===== config.mk =====
export PLATFORM = sky130hd
export DESIGN_NAME = jtframe_sdram_arb3_flat
export DESIGN_NICKNAME = d
export VERILOG_FILES = /design/src/rtl/jtframe_sdram_arb3_if.sv /design/src/rtl/jtframe_sdram_arb3.sv /design/src/flat_wrapper.sv
export SDC_FILE = /design/constraint.sdc
export NUM_CORES = 1
export LEC_CHECK = 0
export ABC_CLOCK_PERIOD_IN_PS = 3300
export CAP_MARGIN = 20
export CELL_PAD_IN_SITES_DETAIL_PLACEMENT = 2
export CELL_PAD_IN_SITES_GLOBAL_PLACEMENT = 2
export CORE_ASPECT_RATIO = 2
export CORE_MARGIN = 3
export CORE_UTILIZATION = 37
export DETAILED_ROUTE_END_ITERATION = 10
export DONT_BUFFER_PORTS = 1
export GPL_TIMING_DRIVEN = 0
export PLACE_DENSITY = 0.78
export SETUP_SLACK_MARGIN = 0.1
export SKIP_LAST_GASP = 1
export SLEW_MARGIN = 40
export SYNTH_ARGS = -nofsm -noshare
export SYNTH_HDL_FRONTEND = slang
export SYNTH_SLANG_ARGS = --single-unit

===== constraint.sdc =====
create_clock -name clk -period 3.3 [get_ports clk]
set_clock_uncertainty 0.05 [all_clocks]
set_input_delay 0.165 -clock clk [delete_from_list [all_inputs] [get_ports clk]]
set_output_delay 0.165 -clock clk [all_outputs]
set_load 0.02 [all_outputs]

===== src/rtl/jtframe_sdram_arb3_if.sv =====
`default_nettype none
// +----------------------------------------------------------------------------+
// | Module   : jtframe_sdram_arb3_if                                           |
// | Purpose  : Bundle of the three request slots and the SDRAM controller     |
// |            port served by jtframe_sdram_arb3.                              |
// | Ports    : slot_req/rnw/addr/wdata  -> requests from the three slots      |
// |            slot_we/dok/dout         <- accept, done strobes and read data |
// |            sdram_req/rnw/addr/wrdata-> transaction to the controller      |
// |            sdram_ack/rdy/din        <- controller handshake and read data |
// |            busy, tout_err           <- status                             |
// |            master = arbiter view, slave = requesters + controller view.   |
// | Revision : 1.0  initial release                                            |
// +----------------------------------------------------------------------------+
interface jtframe_sdram_arb3_if #(
  parameter int DW = 16
);
  logic [2:0]      slot_req;
  logic [2:0]      slot_rnw;
  logic [65:0]     slot_addr;
  logic [3*DW-1:0] slot_wdata;
  logic [2:0]      slot_we;
  logic [2:0]      slot_dok;
  logic [31:0]     slot_dout;
  logic            sdram_req;
  logic            sdram_rnw;
  logic [21:0]     sdram_addr;
  logic [31:0]     sdram_wrdata;
  logic            sdram_ack;
  logic            sdram_rdy;
  logic [31:0]     sdram_din;
  logic            busy;
  logic            tout_err;

  modport master (
    input  slot_req, slot_rnw, slot_addr, slot_wdata,
    output slot_we, slot_dok, slot_dout,
    output sdram_req, sdram_rnw, sdram_addr, sdram_wrdata,
    input  sdram_ack, sdram_rdy, sdram_din,
    output busy, tout_err
  );

  modport slave (
    output slot_req, slot_rnw, slot_addr, slot_wdata,
    input  slot_we, slot_dok, slot_dout,
    input  sdram_req, sdram_rnw, sdram_addr, sdram_wrdata,
    output sdram_ack, sdram_rdy, sdram_din,
    input  busy, tout_err
  );
endinterface
`default_nettype wire


===== src/rtl/jtframe_sdram_arb3.sv =====
`default_nettype none
// +----------------------------------------------------------------------------+
// | Module   : jtframe_sdram_arb3                                              |
// | Purpose  : Round-robin arbiter sharing one SDRAM controller port between  |
// |            three read/write request slots, with a per-transaction timeout.|
// | Ports    : clk, rst (async, active-high)                                   |
// |            bus : jtframe_sdram_arb3_if.master (slot and controller sides) |
// | Params   : DW   slot write-data width (<= 32), zero-extended to 32 bits   |
// |            TOUT max cycles from grant to sdram_rdy (4..1023)              |
// | Revision : 1.0  initial release                                            |
// +----------------------------------------------------------------------------+
module jtframe_sdram_arb3 #(
  parameter int DW   = 16,
  parameter int TOUT = 255
) (
  input  logic                  clk,
  input  logic                  rst,
  jtframe_sdram_arb3_if.master  bus
);

  typedef enum logic [1:0] {
    IDLE     = 2'd0,
    WAIT_ACK = 2'd1,
    WAIT_RDY = 2'd2
  } state_t;

  // Timer counts wait cycles since the grant; the abort fires on the
  // TOUT-th wait cycle, i.e. when the pre-increment value is TOUT-1.
  localparam logic [9:0] c_tout_last = 10'(TOUT - 1);

  state_t       r_state;
  logic [1:0]   r_last;
  logic [1:0]   r_g;
  logic [9:0]   r_timer;
  logic         r_sdram_req;
  logic         r_sdram_rnw;
  logic [21:0]  r_sdram_addr;
  logic [31:0]  r_sdram_wrdata;
  logic [31:0]  r_slot_dout;
  logic [2:0]   r_slot_we;
  logic [2:0]   r_slot_dok;
  logic         r_busy;
  logic         r_tout_err;

  logic [21:0]   w_addr  [3];
  logic [DW-1:0] w_wdata [3];
  logic [1:0]    w_c1;
  logic [1:0]    w_c2;
  logic [1:0]    w_pick;
  logic          w_any;
  logic          w_tout;
  logic [2:0]    w_g_hot;

  for (genvar k = 0; k < 3; k++) begin : g_slot
    assign w_addr[k]  = bus.slot_addr[22*k +: 22];
    assign w_wdata[k] = bus.slot_wdata[DW*k +: DW];
  end

  // Search order last+1, last+2, last (mod 3); the last winner has the
  // lowest priority, so it is only picked when nobody else asks.
  assign w_c1    = (r_last == 2'd2) ? 2'd0 : r_last + 2'd1;
  assign w_c2    = (w_c1   == 2'd2) ? 2'd0 : w_c1   + 2'd1;
  assign w_pick  = bus.slot_req[w_c1] ? w_c1 :
                   bus.slot_req[w_c2] ? w_c2 : r_last;
  assign w_any   = |bus.slot_req;
  assign w_tout  = (r_timer == c_tout_last);
  assign w_g_hot = 3'b001 << r_g;

  always_ff @(posedge clk or posedge rst) begin
    if (rst) begin
      r_state        <= IDLE;
      r_last         <= 2'd2;
      r_g            <= 2'd0;
      r_timer        <= 10'd0;
      r_sdram_req    <= 1'b0;
      r_sdram_rnw    <= 1'b1;
      r_sdram_addr   <= 22'd0;
      r_sdram_wrdata <= 32'd0;
      r_slot_dout    <= 32'd0;
      r_slot_we      <= 3'd0;
      r_slot_dok     <= 3'd0;
      r_busy         <= 1'b0;
      r_tout_err     <= 1'b0;
    end else begin
      r_slot_we  <= 3'd0;
      r_slot_dok <= 3'd0;
      case (r_state)
        IDLE: begin
          if (w_any) begin
            r_sdram_rnw    <= bus.slot_rnw[w_pick];
            r_sdram_addr   <= w_addr[w_pick];
            r_sdram_wrdata <= 32'(w_wdata[w_pick]);
            r_sdram_req    <= 1'b1;
            r_g            <= w_pick;
            r_last         <= w_pick;
            r_timer        <= 10'd0;
            r_busy         <= 1'b1;
            r_state        <= WAIT_ACK;
          end
        end
        WAIT_ACK: begin
          r_timer <= r_timer + 10'd1;
          if (bus.sdram_ack) begin
            r_sdram_req <= 1'b0;
            r_slot_we   <= w_g_hot;
            if (bus.sdram_rdy) begin
              // Accept and completion collapsed into one cycle.
              r_slot_dout <= bus.sdram_din;
              r_slot_dok  <= w_g_hot;
              r_busy      <= 1'b0;
              r_state     <= IDLE;
            end else if (w_tout) begin
              // Accept stands, but the transaction is abandoned.
              r_tout_err  <= 1'b1;
              r_busy      <= 1'b0;
              r_state     <= IDLE;
            end else begin
              r_state     <= WAIT_RDY;
            end
          end else if (w_tout) begin
            r_sdram_req <= 1'b0;
            r_tout_err  <= 1'b1;
            r_busy      <= 1'b0;
            r_state     <= IDLE;
          end
        end
        WAIT_RDY: begin
          r_timer <= r_timer + 10'd1;
          if (bus.sdram_rdy) begin
            // Captured on writes too; requesters simply ignore it.
            r_slot_dout <= bus.sdram_din;
            r_slot_dok  <= w_g_hot;
            r_busy      <= 1'b0;
            r_state     <= IDLE;
          end else if (w_tout) begin
            r_tout_err  <= 1'b1;
            r_busy      <= 1'b0;
            r_state     <= IDLE;
          end
        end
        default: begin
          r_sdram_req <= 1'b0;
          r_busy      <= 1'b0;
          r_state     <= IDLE;
        end
      endcase
    end
  end

  assign bus.sdram_req    = r_sdram_req;
  assign bus.sdram_rnw    = r_sdram_rnw;
  assign bus.sdram_addr   = r_sdram_addr;
  assign bus.sdram_wrdata = r_sdram_wrdata;
  assign bus.slot_we      = r_slot_we;
  assign bus.slot_dok     = r_slot_dok;
  assign bus.slot_dout    = r_slot_dout;
  assign bus.busy         = r_busy;
  assign bus.tout_err     = r_tout_err;

endmodule
`default_nettype wire

===== src/flat_wrapper.sv =====
// flat-port wrapper written by rule: the top's interface ports become plain ports
module jtframe_sdram_arb3_flat 
#(
  parameter int DW   = 16,
  parameter int TOUT = 255
)
  (clk, rst, bus_slot_req, bus_slot_rnw, bus_slot_addr, bus_slot_wdata, bus_slot_we, bus_slot_dok, bus_slot_dout, bus_sdram_req, bus_sdram_rnw, bus_sdram_addr, bus_sdram_wrdata, bus_sdram_ack, bus_sdram_rdy, bus_sdram_din, bus_busy, bus_tout_err);
  jtframe_sdram_arb3_if #(.DW(DW)) bus_i ();
  input  logic clk;
  input  logic rst;
  input wire logic [$bits(bus_i.slot_req)-1:0] bus_slot_req;
  input wire logic [$bits(bus_i.slot_rnw)-1:0] bus_slot_rnw;
  input wire logic [$bits(bus_i.slot_addr)-1:0] bus_slot_addr;
  input wire logic [$bits(bus_i.slot_wdata)-1:0] bus_slot_wdata;
  output wire logic [$bits(bus_i.slot_we)-1:0] bus_slot_we;
  output wire logic [$bits(bus_i.slot_dok)-1:0] bus_slot_dok;
  output wire logic [$bits(bus_i.slot_dout)-1:0] bus_slot_dout;
  output wire logic [$bits(bus_i.sdram_req)-1:0] bus_sdram_req;
  output wire logic [$bits(bus_i.sdram_rnw)-1:0] bus_sdram_rnw;
  output wire logic [$bits(bus_i.sdram_addr)-1:0] bus_sdram_addr;
  output wire logic [$bits(bus_i.sdram_wrdata)-1:0] bus_sdram_wrdata;
  input wire logic [$bits(bus_i.sdram_ack)-1:0] bus_sdram_ack;
  input wire logic [$bits(bus_i.sdram_rdy)-1:0] bus_sdram_rdy;
  input wire logic [$bits(bus_i.sdram_din)-1:0] bus_sdram_din;
  output wire logic [$bits(bus_i.busy)-1:0] bus_busy;
  output wire logic [$bits(bus_i.tout_err)-1:0] bus_tout_err;
  assign bus_i.slot_req = bus_slot_req;
  assign bus_i.slot_rnw = bus_slot_rnw;
  assign bus_i.slot_addr = bus_slot_addr;
  assign bus_i.slot_wdata = bus_slot_wdata;
  assign bus_slot_we = bus_i.slot_we;
  assign bus_slot_dok = bus_i.slot_dok;
  assign bus_slot_dout = bus_i.slot_dout;
  assign bus_sdram_req = bus_i.sdram_req;
  assign bus_sdram_rnw = bus_i.sdram_rnw;
  assign bus_sdram_addr = bus_i.sdram_addr;
  assign bus_sdram_wrdata = bus_i.sdram_wrdata;
  assign bus_i.sdram_ack = bus_sdram_ack;
  assign bus_i.sdram_rdy = bus_sdram_rdy;
  assign bus_i.sdram_din = bus_sdram_din;
  assign bus_busy = bus_i.busy;
  assign bus_tout_err = bus_i.tout_err;
  jtframe_sdram_arb3 #(.DW(DW), .TOUT(TOUT)) u_core (.clk(clk), .rst(rst), .bus(bus_i));
endmodule

==> impl_summary.log, run 1 <==
INFO  metric run_status = completed
INFO  metric cts.sink_count = 95
INFO  metric placement_rows = just under 60
INFO  metric first_pass_grt_wire_length = around 27 mm
INFO  metric path_clk_slew = around 80 ps
INFO  metric power_dissipated_by_switching_net_loads = about 3 mW
INFO  metric p_leak = 2.87 nW
INFO  metric cap_viol_max_count = 0
INFO  metric synth.lib_cells_used.distinct = 53
INFO  metric mappedNetlistArea = ~4900 um2
INFO  metric starting_density = 0.379
INFO  metric cp.buffers_inverters = 4
INFO  metric ys_ff_latch = 95
INFO  metric clock_tree.root_cell = clkbuf_16
INFO  metric setup_slack = about 340 ps
INFO  metric number_of_buffers_on_the_longest_clock_path = 2
INFO  metric clock.fmax = around 340 MHz
INFO  metric mostFrequentLayoutCell = dlygate4sd3_1
INFO  metric gr-usage-all-layers = 0.244
INFO  metric setup.worst_path.class = reg -> reg
INFO  metric finalSetupViolCount = 0
INFO  metric ant_nets = 0
INFO  metric report.final.slew_viol_count = 0
INFO  metric first_iter_violations = between 100 and 150
INFO  metric fp.dieArea = between 10,000 and 15,000 um2
INFO  metric internal_power = roughly 3.7 mW
INFO  metric seq_power_share = 0.407
INFO  metric r2r_cells = 8
INFO  metric worstReg2RegEnd = u_core.bus.sdram_wrdata[6]$_DFFE_PP0P_
INFO  metric global_route.overflow_total = 0
INFO  metric drt_pre_antenna_iters = 4
INFO  metric pwr-share-clk = 0.158
INFO  metric seq_area_frac_synth = 0.484
INFO  metric cp_data_required_time = between 3000 and 4000 ps
INFO  metric timing_worst_slew_pin_value = between 600 and 700 ps
INFO  metric worstPathMaxFanout = 10
INFO  metric critical_path.top_delay_family = buffers and inverters
INFO  metric clock_tree_from_tritoncts = done
INFO  metric finalNonFillerCells = approximately 730
INFO  metric timing.hold.worst_path_depth = 2
INFO  metric port_buffers = 0
INFO  metric yosys_warn_count = 0
INFO  metric detailed_place.area = 5200 um2
INFO  metric remaining_drc_errors = 0
INFO  metric clk_lat_worst_skew = ~340 ps
INFO  metric drt-wirelength-per-cell = between 20 and 30 um
INFO  metric postSynthAreaPerCell = around 11 um2
INFO  metric nets = roughly 740
INFO  metric end_kind = flop
INFO  metric vias_per_cell = between 5 and 6
INFO  metric antenna_found_initial = 1
INFO  metric final_layout_size_suffix_gt1_frac = 0.240
INFO  metric timing.hold.worst_endpoint = u_core.bus.sdram_wrdata[8]$_DFFE_PP0P_
INFO  metric combinationalPowerShare = 0.435
INFO  metric p_sw_frac = 0.455
INFO  metric vias = 4,147
INFO  metric final_core_util = 0.506
INFO  metric pre_cts_slack = roughly 940 ps
INFO  metric placed_cells_incl_taps = 608
INFO  metric crit_arrival = between 3000 and 4000 ps
INFO  metric critPathSlowestCell = dlygate4sd3_1
INFO  metric total_power = between 6 and 7 mW
INFO  metric cells_along_the_critical_path = inv_1 -> ha_1 -> clkbuf_1 -> nand2_1 -> clkbuf_4 -> a221oi_2 -> a21oi_2 -> dlygate4sd3_1
INFO  metric power.density = between 1000 and 1500 nW/um2
INFO  metric start_kind = flop
INFO  metric coreArea = ~13,000 um2
INFO  metric syn-instance-count = 440
INFO  metric cpPeakStageDelay = approximately 570 ps
INFO  metric post-route-min-period = 2960 ps
INFO  metric grt_start_max_net_pins = just over 60
INFO  metric critical_path.reg2reg.startpoint = u_core.r_state[1]$_DFFE_PP0P_
INFO  metric num_io_pins = roughly 250
INFO  metric cts_made_buffers = 9
INFO  metric slew_headroom = 0.560
INFO  metric dp_hpwl = between 10 and 15 mm
INFO  metric flow.area_growth_from_synthesis = 33.6%
INFO  metric peakVddDrop = around 0.00056 V
INFO  metric unrepaired_setup_endpoints_after_global_routing = no
INFO  metric die_width = slightly below 90 um
INFO  metric final_cell_mix = dlygate4sd3_1, dfrtp_1, nand2_1, nor2_1, mux2_2
INFO  metric drt_wl_total = 18.3 mm
INFO  metric layout_cell_area_excl_fill = between 6000 and 7000 um2
INFO  metric dieHeight = about 170 um
INFO  metric worstHoldPathType = in -> reg
INFO  metric holdCritStartpoint = bus_slot_wdata[24]
INFO  metric cts-htree-levels = 3
INFO  metric reg2reg_setup_slack = 340 ps
INFO  metric hold_violations = 0
INFO  metric period_share = 0.897
INFO  metric gp_congestion = between 0.7 and 0.8
INFO  metric first_global_vias = slightly below 5,000
-- synthesized netlist by cell type (all sizes together) --
library cell	number	area, um2
a31o	1	8.76
buf	34	277
o211ai	1	12.5
and4	2	17.5
a21o	4	30.0
o31ai	1	7.51
or4b	1	13.8
nor2b	1	6.26
o32a	1	10.0
a221oi	22	318
nor3	9	45.0
nand2b	4	25.0
o22ai	1	6.26
a22o	2	17.5
nor2	37	139
mux2	32	360
a21oi	33	240
and3	1	6.26
inv	7	26.3
nand4	2	12.5
nand2	42	158
and2b	1	7.51
dfrtp	93	2330
or3	2	12.5
and4b	1	10.0
a22oi	17	128
xor2	4	35.0
o21a	2	15.0
or4	1	7.51
clkbuf	10	68.8
nor3b	2	15.0
mux2i	17	170
and2	1	6.26
conb	1	3.75
dfstp	2	52.6
nor4b	1	23.8
nand3	3	15.0
o21ai	36	195
nand3b	1	7.51
ha	6	75.1
a2111oi	1	8.76
-- cells by family after synthesis --
logic type,share of synthesized area
compound gates,0.203
xor+xnor,0.00712
fa+ha+maj,0.0153
buf+inv,0.0755
flops,0.484
mux,0.108
other cells,0.000762
simple gates,0.107
-- per-stage QoR --
stage / hold slack [ps] / setup TNS [ps]
global placement: 252 / -37810
finish: 7.82 / 0
CTS: 3.46 / 0
detailed placement: -43.9 / 0
floorplan: 244 / 0
global route: 25.1 / 0
-- cell type report --
class,instances,area [um2]
timing repair buffer,108,1100
clock buffer,9,225
fill,1270,6420
buffer,44,345
inverter,7,33.8
antenna,1,2.50
multi-input combinational,309,2230
tap,152,190
clock inverter,7,73.8
sequential,95,2380
-- flip-flops by register name, summed over array words and instances, names as in the netlist --
name and flops:
u_core.bus.busy 1, u_core.bus.slot_dok 3, u_core.bus.sdram_wrdata 16, u_core.r_g 2, u_core.bus.slot_dout 32, u_core.bus.sdram_addr 22
u_core.bus.tout_err 1, u_core.r_state 2, u_core.bus.sdram_rnw 1, u_core.bus.sdram_req 1, u_core.r_last 1, u_core.bus.slot_we 3
u_core.r_timer 10
-- worst max path at each step --
| stage | from | end | slack [ps] | depth (start not counted) |
|---|---|---|---|---|
| floorplan | rst | u_core.bus.busy$_DFFE_PP0P_ | 610 | 1 |
| global placement | rst | u_core.bus.sdram_addr[13]$_DFFE_PP0P_ | -410 | 1 |
| detailed placement | u_core.r_state[1]$_DFFE_PP0P_ | u_core.bus.sdram_addr[17]$_DFFE_PP0P_ | 940 | 7 |
| CTS | u_core.r_state[0]$_DFFE_PP0P_ | u_core.bus.sdram_addr[17]$_DFFE_PP0P_ | 360 | 8 |
| global route | u_core.r_state[0]$_DFFE_PP0P_ | u_core.bus.sdram_wrdata[6]$_DFFE_PP0P_ | 100 | 8 |
| finish | u_core.r_state[1]$_DFFE_PP0P_ | u_core.bus.sdram_wrdata[6]$_DFFE_PP0P_ | 340 | 8 |
-- per-layer routing --
metal	track usage	part of all wire	vias up
met5	0	0	-
met4	0.0842	0.031	0
met3	0.0516	0.060	36
met2	0.481	0.60	176
met1	0.236	0.31	2115
li1	-	-	1820
-- worst reg2reg max path: cells and delay by family, from the launching register on --
| kind | cells | cell delay [ps] |
|---|---|---|
| DFF | 1 | 420 |
| buffers and inverters | 4 | 1400 |
| and+or+nand+nor | 1 | 340 |
| adders and majority gates | 1 | 250 |
| AOI/OAI and AO/OA | 2 | 380 |
-- timing repair --
| item | in CTS | in global routing |
|---|---|---|
| hold buffers | 107 | 0 |
| hold endpoints to repair | 164 | 0 |
| setup buffers | 0 | 0 |
| resized for setup | 0 | 0 |
-- power by group through the flow --
stage	sequential (mW)	combinational (mW)	clock (mW)
3_5_place_dp	2.73	2.29	0
3_3_place_gp	2.69	2.14	0
5_1_grt	2.81	3.21	1.13
6_report	2.74	2.93	1.06
4_1_cts	2.71	2.82	1.08
2_1_floorplan	2.55	1.81	0
Note: power is estimated with default switching activity, not from simulation.
==> run 2, diff against run 1 <==
ABC_AREA = 0   (was unset)
CELL_PAD_IN_SITES_DETAIL_PLACEMENT = unset   (was 2)
CELL_PAD_IN_SITES_GLOBAL_PLACEMENT = unset   (was 2)
CORE_UTILIZATION = 55   (was 37)
PLACE_DENSITY = 0.69   (was 0.78)
==> run 2 against run 1 <==
Setup slack better by 200 ps. Sequential share of layout area is 0.32 points higher. Count of clock-buffer cells in the layout is 2 higher. Critical path depth unchanged. Total power shrank 3.5%. Wire length fell by 27%. Sequential power decreased by 2%. Die area down 31%. Combinational power decreased by 4%.
==> impl_summary.log, run 2 (synthesis results as in run 1) <==
INFO  metric run_status = completed (unchanged)
INFO  metric clock_tree_from_tritoncts = done (unchanged)
INFO  metric diodes = 0 (was 1)
INFO  metric end_kind = flop (unchanged)
INFO  metric gr-usage-all-layers = 0.270 (was 0.244)
INFO  metric gp_congestion = 0.849 (was 0.779)
INFO  metric dp_hpwl = 9.12 mm (was 11.4 mm)
INFO  metric remaining_drc_errors = 0 (unchanged)
INFO  metric starting_density = 0.569 (was 0.379)
INFO  metric peakVddDrop = 0.000645 V (was 0.000560 V)
INFO  metric clock_tree.root_cell = clkbuf_16 (unchanged)
INFO  metric first_global_vias = 4,301 (was 4,867)
INFO  metric num_io_pins = 252 (unchanged)
INFO  metric start_kind = flop (unchanged)
INFO  metric first_iter_violations = 223 (was 128)
INFO  metric slew_headroom = 0.616 (was 0.560)
INFO  metric fp.dieArea = 10,200 um2 (was 14,800 um2)
INFO  metric report.final.slew_viol_count = 0 (unchanged)
INFO  metric flow.area_growth_from_synthesis = 32.4% (was 33.6%)
INFO  metric port_buffers = 0 (unchanged)
INFO  metric die_width = 72.9 um (was 87.5 um)
INFO  metric drt_wl_total = 13.4 mm (was 18.3 mm)
INFO  metric crit_arrival = 2930 ps (was 3140 ps)
INFO  metric holdCritStartpoint = bus_slot_wdata[45] (was bus_slot_wdata[24])
INFO  metric global_route.overflow_total = 0 (unchanged)
INFO  metric dieHeight = 140 um (was 169 um)
INFO  metric number_of_buffers_on_the_longest_clock_path = 2 (unchanged)
INFO  metric cts-htree-levels = 3 (unchanged)
INFO  metric critical_path.reg2reg.startpoint = u_core.r_state[0]$_DFFE_PP0P_ (was u_core.r_state[1]$_DFFE_PP0P_)
INFO  metric final_layout_size_suffix_gt1_frac = 0.236 (was 0.240)
INFO  metric grt_start_max_net_pins = 64 (was 61)
INFO  metric unrepaired_setup_endpoints_after_global_routing = no (unchanged)
INFO  metric worstReg2RegEnd = u_core.bus.sdram_addr[0]$_DFFE_PP0P_ (was u_core.bus.sdram_wrdata[6]$_DFFE_PP0P_)
INFO  metric total_power = 6.50 mW (was 6.74 mW)
INFO  metric vias = 3,998 (was 4,147)
INFO  metric hold_violations = 0 (unchanged)
INFO  metric cap_viol_max_count = 0 (unchanged)
INFO  metric reg2reg_setup_slack = 540 ps (was 340 ps)
INFO  metric worstPathMaxFanout = 10 (unchanged)
INFO  metric power.density = 998 nW/um2 (was 1020 nW/um2)
INFO  metric post-cts-setup-buffer-count = 0 (unchanged)
INFO  metric final_cell_mix = dlygate4sd3_1, dfrtp_1, nand2_1, nor2_1, mux2_2 (unchanged)
INFO  metric coreArea = 8650 um2 (was 13,000 um2)
INFO  metric ant_nets = 0 (unchanged)
INFO  metric placement_rows = 48 (was 59)
INFO  metric p_leak = 2.87 nW (about the same)
INFO  metric drt-wirelength-per-cell = 19.7 um (was 25.0 um)
INFO  metric final_core_util = 0.754 (was 0.506)
INFO  metric r2r_cells = 8 (unchanged)
INFO  metric clock.fmax = 362 MHz (was 338 MHz)
INFO  metric path_clk_slew = 60 ps (was 80 ps)
INFO  metric cp_data_required_time = 3470 ps (was 3480 ps)
INFO  metric timing_worst_slew_pin_value = 571 ps (was 655 ps)
INFO  metric nets = 738 (was 736)
INFO  metric setup.worst_path.class = reg -> reg (unchanged)
INFO  metric timing.hold.worst_path_depth = 2 (unchanged)
INFO  metric period_share = 0.837 (was 0.897)
INFO  metric postCtsResizedCells = 0 (unchanged)
INFO  metric antenna_found_initial = 0 (was 1)
INFO  metric worstHoldPathType = in -> reg (unchanged)
INFO  metric post-route-min-period = 2760 ps (was 2960 ps)
INFO  metric timing.hold.ws = 12.1 ps (was 7.82 ps)
INFO  metric tns = 0 ps (unchanged)
INFO  metric timing.hold.worst_endpoint = u_core.bus.sdram_wrdata[13]$_DFFE_PP0P_ (was u_core.bus.sdram_wrdata[8]$_DFFE_PP0P_)
INFO  metric finalSetupViolCount = 0 (unchanged)
INFO  metric drt_pre_antenna_iters = 5 (was 4)
INFO  metric mostFrequentLayoutCell = dlygate4sd3_1 (unchanged)
INFO  metric vias_per_cell = 5.87 (was 5.67)
INFO  metric first_pass_grt_wire_length = 21.5 mm (was 27.4 mm)
INFO  metric cts.sink_count = 95 (unchanged)
INFO  metric cts_made_buffers = 9 (unchanged)
INFO  metric largest_register_ffs = 32 (unchanged)
INFO  metric clk_lat_worst_skew = 340 ps (about the same)
[run 2: changes by cell type in the layout (fill, tap and decap cells not counted), sizes merged]
cell / previous run / this run
bufinv: 0 / 1
diode: 1 / 0
clkbuf: 19 / 21
dlygate4sd3: 107 / 109
inv: 10 / 7
[run 2: layout make-up]
type | instances | area [um2]
fill | 560 | 2130
clock inverter | 5 | 58.8
tap | 100 | 125
sequential | 95 | 2380
buffer | 44 | 345
timing repair buffer | 110 | 1120
multi-input combinational | 309 | 2230
clock buffer | 11 | 233
inverter | 7 | 31.3
[run 2: how the worst max path moves through the flow]
stage                                       start                                      to  slack, ps  cells past startpoint
detailed placement  u_core.r_state[1]$_DFFE_PP0P_  u_core.bus.sdram_wrdata[6]$_DFFE_PP0P_       1090                      7
finish              u_core.r_state[0]$_DFFE_PP0P_    u_core.bus.sdram_addr[0]$_DFFE_PP0P_        540                      8
CTS                 u_core.r_state[1]$_DFFE_PP0P_  u_core.bus.sdram_wrdata[6]$_DFFE_PP0P_        520                      8
global placement                              rst  u_core.bus.sdram_wrdata[2]$_DFFE_PP0P_       -340                      1
floorplan                                     rst             u_core.bus.busy$_DFFE_PP0P_        610                      1
global route        u_core.r_state[1]$_DFFE_PP0P_  u_core.bus.sdram_wrdata[6]$_DFFE_PP0P_        330                      8
[run 2: routing by layer]
metal  vias up  part of all wire  track usage  wire, um
met2       223              0.54        0.477      7310
met1      1918              0.34        0.294      4590
li1       1821                 -            -         -
met4         0             0.030        0.123       397
met3        36             0.085       0.0651      1140
met5         -                 0            0         0
[run 2: stage by stage]
step	cell area, um2	setup WS [ps]	instances
floorplan	4980	611	455
global placement	5100	-336	555
detailed placement	5130	1090	556
CTS	6520	522	681
global route	6520	333	681
finish	6520	536	681
[run 2: report_power, final]
part | internal (mW) | switching, mW
sequential | 1.70 | 0.990
combinational | 1.46 | 1.35
clock | 0.587 | 0.415
total | 3.75 | 2.75
[run 2: timing repair]
item	4_1_cts	5_1_grt
hold buffers	109	0
endpoints found under the setup margin	0	0
hold endpoints to repair	164	0
[run 2: critical path, cell delays in order, from the launching register on]
cell	delay, ps
dfrtp_1	410
inv_1	110
ha_1	250
clkbuf_1	360
nand2_1	260
clkbuf_4	290
a221oi_2	260
a21oi_2	100
dlygate4sd3_1	560
